[src/rtl/val_matrix_loader_if.sv]
// Element stream in, completed DIM x DIM matrix out, plus status (fill count, framing error).
// master: the loader (drives in_ready, out_valid, out_mat, fill_cnt, err).
// slave: the producer/consumer environment around the loader.
interface val_matrix_loader_if #(
  parameter int DIM = 3,
  parameter int DW  = 4
);
  localparam int IW = $clog2(DIM * DIM);

  logic          abort;
  logic          in_valid;
  logic          in_ready;
  logic [DW-1:0] in_data;
  logic          in_last;
  logic          out_valid;
  logic          out_ready;
  logic [DW-1:0] out_mat [DIM][DIM];
  logic [IW:0]   fill_cnt;
  logic          err;

  modport master (
    input  abort, in_valid, in_data, in_last, out_ready,
    output in_ready, out_valid, out_mat, fill_cnt, err
  );

  modport slave (
    output abort, in_valid, in_data, in_last, out_ready,
    input  in_ready, out_valid, out_mat, fill_cnt, err
  );
endinterface

[src/rtl/val_matrix_loader.sv]
// Assembles DIM*DIM stream elements into a matrix (row-major; column-major with VAL_MATRIX_LOADER_TRANSPOSE_EN).
// Latency: last element accepted at cycle N -> out_valid at N+1; one bubble cycle between matrices.
// Backpressure: in_ready drops while a matrix is held; the held matrix stays until out_ready, abort flushes.
module val_matrix_loader #(
  parameter int DIM = 3,
  parameter int DW  = 4
) (
  input  logic                 clk,
  input  logic                 rst,
  val_matrix_loader_if.master  bus
);

  localparam int IW  = $clog2(DIM * DIM);
  localparam int NEL = DIM * DIM;
  localparam int RW  = (DIM > 1) ? $clog2(DIM) : 1;

  localparam logic [IW:0]   LAST_IDX = (IW + 1)'(NEL - 1);
  localparam logic [RW-1:0] DIM_M1   = RW'(DIM - 1);

  // Legacy-compatible state encoding.
  localparam logic [1:0] ST_IDLE = 2'd0;
  localparam logic [1:0] ST_FILL = 2'd1;
  localparam logic [1:0] ST_HOLD = 2'd2;

  logic [1:0]    state_q, state_d;
  logic [RW-1:0] row_q, row_d;
  logic [RW-1:0] col_q, col_d;
  logic [RW-1:0] nxt_row, nxt_col;
  logic [IW:0]   fill_q, fill_d;
  logic          err_q, err_d;
  logic [DW-1:0] mat_q [DIM][DIM];

  logic accept;
  logic wr_en;
  logic flush;

  // Both handshake outputs are pure state decodes, so out_ready never reaches in_ready combinationally.
  assign accept = bus.in_valid && (state_q == ST_FILL);
  assign flush  = bus.abort && (state_q != ST_IDLE);
  // A beat that coincides with abort is dropped, not written.
  assign wr_en  = accept && !bus.abort;

  // Write-pointer advance: the fast index wraps at DIM-1 and carries into the slow index.
`ifdef VAL_MATRIX_LOADER_TRANSPOSE_EN
  always_comb begin
    nxt_row = row_q;
    nxt_col = col_q;
    if (row_q == DIM_M1) begin
      nxt_row = '0;
      nxt_col = col_q + 1'b1;
    end else begin
      nxt_row = row_q + 1'b1;
    end
  end
`else
  always_comb begin
    nxt_row = row_q;
    nxt_col = col_q;
    if (col_q == DIM_M1) begin
      nxt_col = '0;
      nxt_row = row_q + 1'b1;
    end else begin
      nxt_col = col_q + 1'b1;
    end
  end
`endif

  // Next-state: framing, error pulse and handshake; abort overrides everything outside IDLE.
  always_comb begin
    state_d = state_q;
    row_d   = row_q;
    col_d   = col_q;
    fill_d  = fill_q;
    err_d   = 1'b0;
    case (state_q)
      ST_IDLE: begin
        state_d = ST_FILL;
      end
      ST_FILL: begin
        if (accept) begin
          row_d  = nxt_row;
          col_d  = nxt_col;
          fill_d = fill_q + 1'b1;
          if (fill_q == LAST_IDX) begin
            // Full matrix: emit it even when in_last is missing, but flag the framing slip.
            state_d = ST_HOLD;
            row_d   = '0;
            col_d   = '0;
            fill_d  = '0;
            err_d   = !bus.in_last;
          end else if (bus.in_last) begin
            // Early last: discard the partial frame; stale elements get overwritten later.
            row_d  = '0;
            col_d  = '0;
            fill_d = '0;
            err_d  = 1'b1;
          end
        end
      end
      ST_HOLD: begin
        if (bus.out_ready) begin
          state_d = ST_FILL;
        end
      end
      default: begin
        state_d = ST_FILL;
        row_d   = '0;
        col_d   = '0;
        fill_d  = '0;
      end
    endcase
    if (flush) begin
      state_d = ST_FILL;
      row_d   = '0;
      col_d   = '0;
      fill_d  = '0;
      err_d   = 1'b0;
    end
  end

  // Control registers.
  always_ff @(posedge clk or posedge rst) begin
    if (rst) begin
      state_q <= ST_IDLE;
      row_q   <= '0;
      col_q   <= '0;
      fill_q  <= '0;
      err_q   <= 1'b0;
    end else begin
      state_q <= state_d;
      row_q   <= row_d;
      col_q   <= col_d;
      fill_q  <= fill_d;
      err_q   <= err_d;
    end
  end

  // Matrix storage: one element written per accepted beat, never cleared except by reset.
  always_ff @(posedge clk or posedge rst) begin
    if (rst) begin
      for (int r = 0; r < DIM; r++) begin
        for (int c = 0; c < DIM; c++) begin
          mat_q[r][c] <= '0;
        end
      end
    end else if (wr_en) begin
      mat_q[row_q][col_q] <= bus.in_data;
    end
  end

  assign bus.in_ready  = (state_q == ST_FILL);
  assign bus.out_valid = (state_q == ST_HOLD);
  assign bus.fill_cnt  = fill_q;
  assign bus.err       = err_q;

  for (genvar gr = 0; gr < DIM; gr++) begin : g_row
    for (genvar gc = 0; gc < DIM; gc++) begin : g_col
      assign bus.out_mat[gr][gc] = mat_q[gr][gc];
    end
  end

  // The fill counter wraps before it can reach DIM*DIM.
  a_fill_bound: assert property (@(posedge clk) disable iff (rst)
    (state_q == ST_FILL) |-> (fill_q <= LAST_IDX));

  // Input and output sides are never open at the same time.
  a_hs_exclusive: assert property (@(posedge clk) disable iff (rst)
    !(bus.in_ready && bus.out_valid));

endmodule

[src/flat_wrapper.sv]
// flat-port wrapper written by rule: the top's interface ports become plain ports
module val_matrix_loader_flat 
#(
  parameter int DIM = 3,
  parameter int DW  = 4
)
  (clk, rst, bus_abort, bus_in_valid, bus_in_data, bus_in_last, bus_out_ready, bus_in_ready, bus_out_valid, bus_out_mat, bus_fill_cnt, bus_err);
  val_matrix_loader_if #(.DIM(DIM), .DW(DW)) bus_i ();
  input  logic clk;
  input  logic rst;
  input wire logic [$bits(bus_i.abort)-1:0] bus_abort;
  input wire logic [$bits(bus_i.in_valid)-1:0] bus_in_valid;
  input wire logic [$bits(bus_i.in_data)-1:0] bus_in_data;
  input wire logic [$bits(bus_i.in_last)-1:0] bus_in_last;
  input wire logic [$bits(bus_i.out_ready)-1:0] bus_out_ready;
  output wire logic [$bits(bus_i.in_ready)-1:0] bus_in_ready;
  output wire logic [$bits(bus_i.out_valid)-1:0] bus_out_valid;
  output wire logic [$bits(bus_i.out_mat)-1:0] bus_out_mat;
  output wire logic [$bits(bus_i.fill_cnt)-1:0] bus_fill_cnt;
  output wire logic [$bits(bus_i.err)-1:0] bus_err;
  assign bus_i.abort = bus_abort;
  assign bus_i.in_valid = bus_in_valid;
  assign bus_i.in_data = bus_in_data;
  assign bus_i.in_last = bus_in_last;
  assign bus_i.out_ready = bus_out_ready;
  assign bus_in_ready = bus_i.in_ready;
  assign bus_out_valid = bus_i.out_valid;
  assign bus_out_mat = {>>{bus_i.out_mat}};
  assign bus_fill_cnt = bus_i.fill_cnt;
  assign bus_err = bus_i.err;
  val_matrix_loader #(.DIM(DIM), .DW(DW)) u_core (.clk(clk), .rst(rst), .bus(bus_i));
endmodule
[config.mk]
export PLATFORM = sky130hd
export DESIGN_NAME = val_matrix_loader_flat
export DESIGN_NICKNAME = d
export VERILOG_FILES = /design/src/rtl/val_matrix_loader_if.sv /design/src/rtl/val_matrix_loader.sv /design/src/flat_wrapper.sv
export SDC_FILE = /design/constraint.sdc
export NUM_CORES = 1
export LEC_CHECK = 0
export ABC_AREA = 1
export CAP_MARGIN = 0
export CORE_MARGIN = 5
export CORE_UTILIZATION = 54
export CTS_BUF_LIST = sky130_fd_sc_hd__clkbuf_2
export DETAILED_ROUTE_END_ITERATION = 12
export PLACE_DENSITY = 0.87
export SLEW_MARGIN = 30
export SYNTH_ARGS = -nofsm -noshare
export SYNTH_HDL_FRONTEND = slang
export SYNTH_SLANG_ARGS = --single-unit
[constraint.sdc]
create_clock -name clk -period 2.5 [get_ports clk]
set_input_delay 0.75 -clock clk [delete_from_list [all_inputs] [get_ports clk]]
set_output_delay 0.75 -clock clk [all_outputs]
set_load 0.01 [all_outputs]
==> flow_metrics.env, run 1 <==
export IMPL_seq_area_frac_synth_pct=56.50
export IMPL_finClkSkew_ns=0.005822
export IMPL_crit_path_end_kind="primary output"
export IMPL_final_cell_area_um2=2773
export IMPL_antenna_found_initial=0
export IMPL_drt_iter0_drc=101
export IMPL_place_inst=326
export IMPL_synth_seq_cells=48
export IMPL_grt_pass1_wl_um=8024
export IMPL_port_buffers=53
export IMPL_die_h_um=72.74
export IMPL_crit_type="reg -> out"
export IMPL_fin_setup_tns_ns=0
export IMPL_fin_ws_ns=0.08006
export IMPL_root_buffer="clkbuf_2"
export IMPL_leakage_uw=0.001291
export IMPL_area_growth_pct=30.43
export IMPL_grt_pass1_vias=1619
export IMPL_status="completed"
export IMPL_path_clk_slew_ns=0.21
export IMPL_drtAntennaViolNets=0
export IMPL_critical_path_cell_chain="inv_2 -> nor2_2 -> clkdlybuf4s50_1"
export IMPL_globalRouteOverflowTotal=0
export IMPL_hp_class="reg -> reg"
export IMPL_worstPathRequired_ns=1.75
export IMPL_layout_commonest_cell="nand2_1"
export IMPL_powerDensity_nw_per_um2=709.8
export IMPL_final_cell_mix="nand2_1, clkdlybuf4s50_1, dfrtp_1"
export IMPL_grt_max_degree=21
export IMPL_dieArea_um2=5291
export IMPL_wl_per_cell_um=14.11
export IMPL_seq_area_um2=1202
export IMPL_synth_distinct_cells=20
export IMPL_antennaDiodeCount=0
export IMPL_vias_per_cell=5.189
export IMPL_arrival_ns=1.67
export IMPL_vias=1728
export IMPL_start_kind="register"
export IMPL_maxCapViolCount=0
export IMPL_multiInputGateArea_um2=837.1
export IMPL_ys_warn_count=0
export IMPL_clk_insertion_delay_late_ns=0.40
export IMPL_dp_hpwl_um=3516
export IMPL_cts_buffers=5
export IMPL_start_util_pct=56.78
export IMPL_drv_slew=0
export IMPL_wl_um=4699
export IMPL_synth_nets=239
export IMPL_placed_area_um2=2731
export IMPL_critPathMaxFanout=3
export IMPL_nFillCells=290
export IMPL_cts_tree="done"
export IMPL_drive_gt1_share_pct=9.825
export IMPL_row_count=22
export IMPL_fmax_ghz=0.4132
export IMPL_finalNetCount=301
export IMPL_drtPass1Iterations=4
export IMPL_period_minus_slack_ns=2.420
export IMPL_io_pins=54
export IMPL_layoutNonFillerInstCount=333
export IMPL_place_ws_ns=0.2540
export IMPL_cts_setup_buffers=0
export IMPL_worst_slew_pin_slew_ns=0.5141
export IMPL_cts_hold_buffers=0
export IMPL_synthCells=223
export IMPL_design_core_area_um2=3744
export IMPL_die_w_um=72.74
export IMPL_final_setup_viol_count=0
export IMPL_syn_cell_area_um2=2126
export IMPL_drc=0
export IMPL_clock_path_buffers=2
export IMPL_cpPeakStageDelay_ns=0.56
export IMPL_syn_avg_cell_area_um2=9.533
export IMPL_h_tree_depth=2
export IMPL_period_share_pct=96.80
export IMPL_gp_congestion=0.7908
export IMPL_crit_path_top_delay_cell="clkdlybuf4s50_1"
export IMPL_cts_sinks=48
export IMPL_slew_headroom_pct=65.60
export IMPL_finalHoldViolations=0
export IMPL_vdd_drop_max_uv=473.8
export IMPL_grtUsageTotal_pct=19.59
cells by family (layout without fill, tap and decap cells):
family | count (synthesis) | in the layout | synth area share (%)
AOI/OAI and AO/OA | 40 | 40 | 9.535
xor gates and xnor gates | 2 | 2 | 0.8242
adders and majority gates | 6 | 6 | 3.531
buffers and inverters | 24 | 86 | 4.238
DFF | 48 | 48 | 56.50
and+or+nand+nor | 103 | 103 | 25.37
timing repair:
item	in CTS	in global routing
endpoints found under the hold margin	0	0
setup endpoints to repair	0	2
gates resized for setup	0	2
synth_stat cells (all sizes together):
cell,n,area (µm²)
xnor2,2,17.52
nand3b,1,7.510
nor3b,1,7.510
nor2,14,76.32
dfrtp,48,1201
inv,24,90.09
a21boi,1,7.510
ha,6,75.07
nand4,1,6.260
nand2,65,251.5
a21oi,2,10.01
nand3,21,190.2
o21ai,37,185.2
sequential cells by signal (all words and copies together) (netlist names):
name	cells
u_core.state_q	2
u_core.bus.out_mat	36
u_core.row_q	2
u_core.bus.err	1
u_core.bus.fill_cnt	5
u_core.col_q	2
metrics by stage:
stage	util, %	hold WS (ns)	total power [µW]
6_report	74.06	0.5143	1968
5_1_grt	74.06	0.5456	2098
4_1_cts	73.96	0.5194	1989
3_5_place_dp	72.96	0.4729	1693
3_3_place_gp	72.96	0.4658	1671
2_1_floorplan	-	0.4665	1314
power by group:
group,total [µW],internal (µW),switching [µW]
clock network,295,62.8,232
logic,650,350,299
registers,1020,926,97.4
critical path: cells and delay by family (launching register included):
kind          cells  cell delay [ns]
flops             1             0.48
simple gates      1             0.14
buf+inv           2             0.66
final cells by class:
class / instances / area share [%]
flip-flops and latches: 48 / 43.37
multi-input cells: 151 / 30.19
repair buffers: 55 / 19.68
inverters: 24 / 3.249
well taps: 48 / 2.166
clock buffers: 5 / 0.9025
clock inverters: 2 / 0.4513
path summary, 6_finish.rpt:
kind                                                      end                                from  slack, ns  cells after the start
min in group asynchronous   u_core.bus.out_mat[5]$_DFFE_PP0P_                                 rst       0.60                      2
setup / recovery                                bus_out_valid       u_core.state_q[1]$_DFFE_PP0P_       0.08                      3
hold reg to reg            u_core.bus.out_mat[20]$_DFFE_PP0P_  u_core.bus.out_mat[20]$_DFFE_PP0P_       0.51                      2
setup reg to reg                  u_core.col_q[0]$_DFFE_PP0P_  u_core.bus.fill_cnt[0]$_DFFE_PP0P_       0.77                      9
hold / removal             u_core.bus.out_mat[20]$_DFFE_PP0P_  u_core.bus.out_mat[20]$_DFFE_PP0P_       0.51                      2
max in group asynchronous  u_core.bus.out_mat[35]$_DFFE_PP0P_                                 rst       1.33                      3
metal layers:
layer	routed length [µm]	GRT usage [%]	up-vias
li1	-	-	851
met1	2115	28.20	811
met2	2199	28.96	62
met3	334	5.510	4
met4	50	5.533	0
met5	0	0	-
(Power assumes the default switching activity.)
==> inputs of run 2 (changes only) <==
==> constraint.sdc (replaced) <==
create_clock -name clk -period 2.95 [get_ports clk]
set_input_delay 0.885 -clock clk [delete_from_list [all_inputs] [get_ports clk]]
set_output_delay 0.885 -clock clk [all_outputs]
set_load 0.01 [all_outputs]
==> run 2 against run 1 <==
Compared with the run above: via count is 0.29% higher; critical endpoint is now bus_in_ready; final area hardly changed; sequential cell count stayed put; sequential share of layout area is 0.065 points lower; worst hold slack better by 0.00064 ns; largest power group unchanged; die area stayed put.
==> flow_metrics.env, run 2 (same netlist as run 1, synthesis figures left out) <==
export IMPL_status="completed"
export IMPL_vdd_drop_max_uv=445.5
export IMPL_dieArea_um2=5291
export IMPL_globalRouteOverflowTotal=0
export IMPL_path_clk_slew_ns=0.20
export IMPL_arrival_ns=1.68
export IMPL_drt_iter0_drc=106
export IMPL_drive_gt1_share_pct=8.803
export IMPL_clk_insertion_delay_late_ns=0.41
export IMPL_largest_reg_flops=36
export IMPL_fin_setup_tns_ns=0
export IMPL_vias_per_cell=5.220
export IMPL_period_share_pct=86.82
export IMPL_crit_type="reg -> out"
export IMPL_power_frac_comb_pct=33.0
export IMPL_clkPwrFrac_pct=14.8
export IMPL_p_sw_uw=524.6
export IMPL_root_buffer="clkbuf_2"
export IMPL_vias=1733
export IMPL_area_growth_pct=30.49
export IMPL_drv_slew=0
export IMPL_cts_setup_buffers=0
export IMPL_cts_resized=0
export IMPL_port_buffers=53
export IMPL_cts_sinks=48
export IMPL_start_util_pct=56.78
export IMPL_antennaDiodeCount=0
export IMPL_finalNetCount=300
export IMPL_fmax_ghz=0.3904
export IMPL_row_count=22
export IMPL_drtPass1Iterations=4
export IMPL_nFillCells=299
export IMPL_finalHoldViolations=0
export IMPL_slew_headroom_pct=66.32
export IMPL_worstPathRequired_ns=2.07
export IMPL_critPathMaxFanout=4
export IMPL_wl_per_cell_um=13.19
export IMPL_cts_buffers=5
export IMPL_layout_commonest_cell="nand2_1"
export IMPL_die_w_um=72.74
export IMPL_grt_pass1_vias=1600
export IMPL_grt_max_degree=49
export IMPL_finClkSkew_ns=0.01568
export IMPL_rsz0062_at_grt="no"
export IMPL_leakage_uw=0.001292
export IMPL_maxCapViolCount=0
export IMPL_swShare_pct=31.58
export IMPL_crit_path_end_kind="primary output"
export IMPL_final_setup_viol_count=0
export IMPL_h_tree_depth=2
export IMPL_io_pins=54
export IMPL_powerDensity_nw_per_um2=598.9
export IMPL_grtUsageTotal_pct=17.81
export IMPL_gp_congestion=0.8106
export IMPL_final_cell_mix="nand2_1, clkdlybuf4s50_1, dfrtp_1"
export IMPL_drc=0
export IMPL_wl_um=4380
export IMPL_die_h_um=72.74
export IMPL_cts_hold_buffers=0
export IMPL_start_kind="register"
export IMPL_intPower_uw=1137
export IMPL_antenna_found_initial=0
export IMPL_clock_path_buffers=2
export IMPL_hp_class="reg -> reg"
export IMPL_pwr_share_seq_pct=52.1
export IMPL_design_core_area_um2=3744
export IMPL_grt_pass1_wl_um=7341
export IMPL_fin_hold_ws_ns=0.5149
export IMPL_worst_slew_pin_slew_ns=0.5033
export IMPL_dp_hpwl_um=3281
export IMPL_cts_tree="done"
export IMPL_period_minus_slack_ns=2.561
export IMPL_drtAntennaViolNets=0
run 2: cell types whose count changed in the layout (fill, tap and decap cells not counted), sizes merged:
cell / change
buf: -1
run 2: routing by layer:
layer,share of wire [%],global-route usage (%),up-vias
met5,0,0,-
met4,1.5,6.762,0
met3,7.6,4.408,7
met2,45,26.45,61
met1,46,25.20,815
li1,-,-,850
run 2: power groups by stage:
stage	clock network, µW	registers (µW)	logic [µW]
floorplan	0	926	187
CTS	258	867	557
finish	247	866	549
global route	287	887	605
global placement	0	877	541
detailed placement	0	877	557
run 2: worst paths after layout:
check                                                         from                            endpoint  slack [ns]  cells after the start
worst max-delay path                 u_core.state_q[0]$_DFFE_PP0P_                        bus_in_ready        0.39                      3
worst min-delay path            u_core.bus.out_mat[34]$_DFFE_PP0P_  u_core.bus.out_mat[34]$_DFFE_PP0P_        0.51                      2
worst max register to register  u_core.bus.fill_cnt[0]$_DFFE_PP0P_  u_core.bus.fill_cnt[1]$_DFFE_PP0P_        1.30                      9
worst min register to register  u_core.bus.out_mat[34]$_DFFE_PP0P_  u_core.bus.out_mat[34]$_DFFE_PP0P_        0.51                      2
max in group asynchronous                                      rst  u_core.bus.out_mat[23]$_DFFE_PP0P_        1.95                      3
min in group asynchronous                                      rst  u_core.bus.out_mat[10]$_DFFE_PP0P_        0.78                      3
run 2: worst max-delay path: stages (launching register included):
cell             delay [ns]
dfrtp_1                0.48
inv_1                  0.11
nor2_4                 0.13
clkdlybuf4s50_1        0.55
run 2: stage by stage:
| step | util (%) | std cells | setup WS [ns] | cell area [µm²] | power (µW) |
|---|---|---|---|---|---|
| 2_1_floorplan | - | 223 | 0.9205 | 2126 | 1114 |
| 3_3_place_gp | 73.09 | 325 | 0.6494 | 2736 | 1418 |
| 3_5_place_dp | 73.09 | 325 | 0.6083 | 2736 | 1435 |
| 4_1_cts | 74.10 | 332 | 0.3508 | 2774 | 1683 |
| 5_1_grt | 74.10 | 332 | 0.2743 | 2774 | 1779 |
| 6_report | 74.10 | 332 | 0.3887 | 2774 | 1661 |
run 2: layout make-up:
type | instances | area [µm²] | share of cell area [%]
clock buffers | 5 | 25.02 | 0.9021
clock inverters | 2 | 12.51 | 0.4511
inverters | 24 | 90.09 | 3.248
multi-input cells | 151 | 834.6 | 30.09
flip-flops and latches | 48 | 1201 | 43.30
well taps | 48 | 60.06 | 2.165
repair buffers | 54 | 550.5 | 19.85
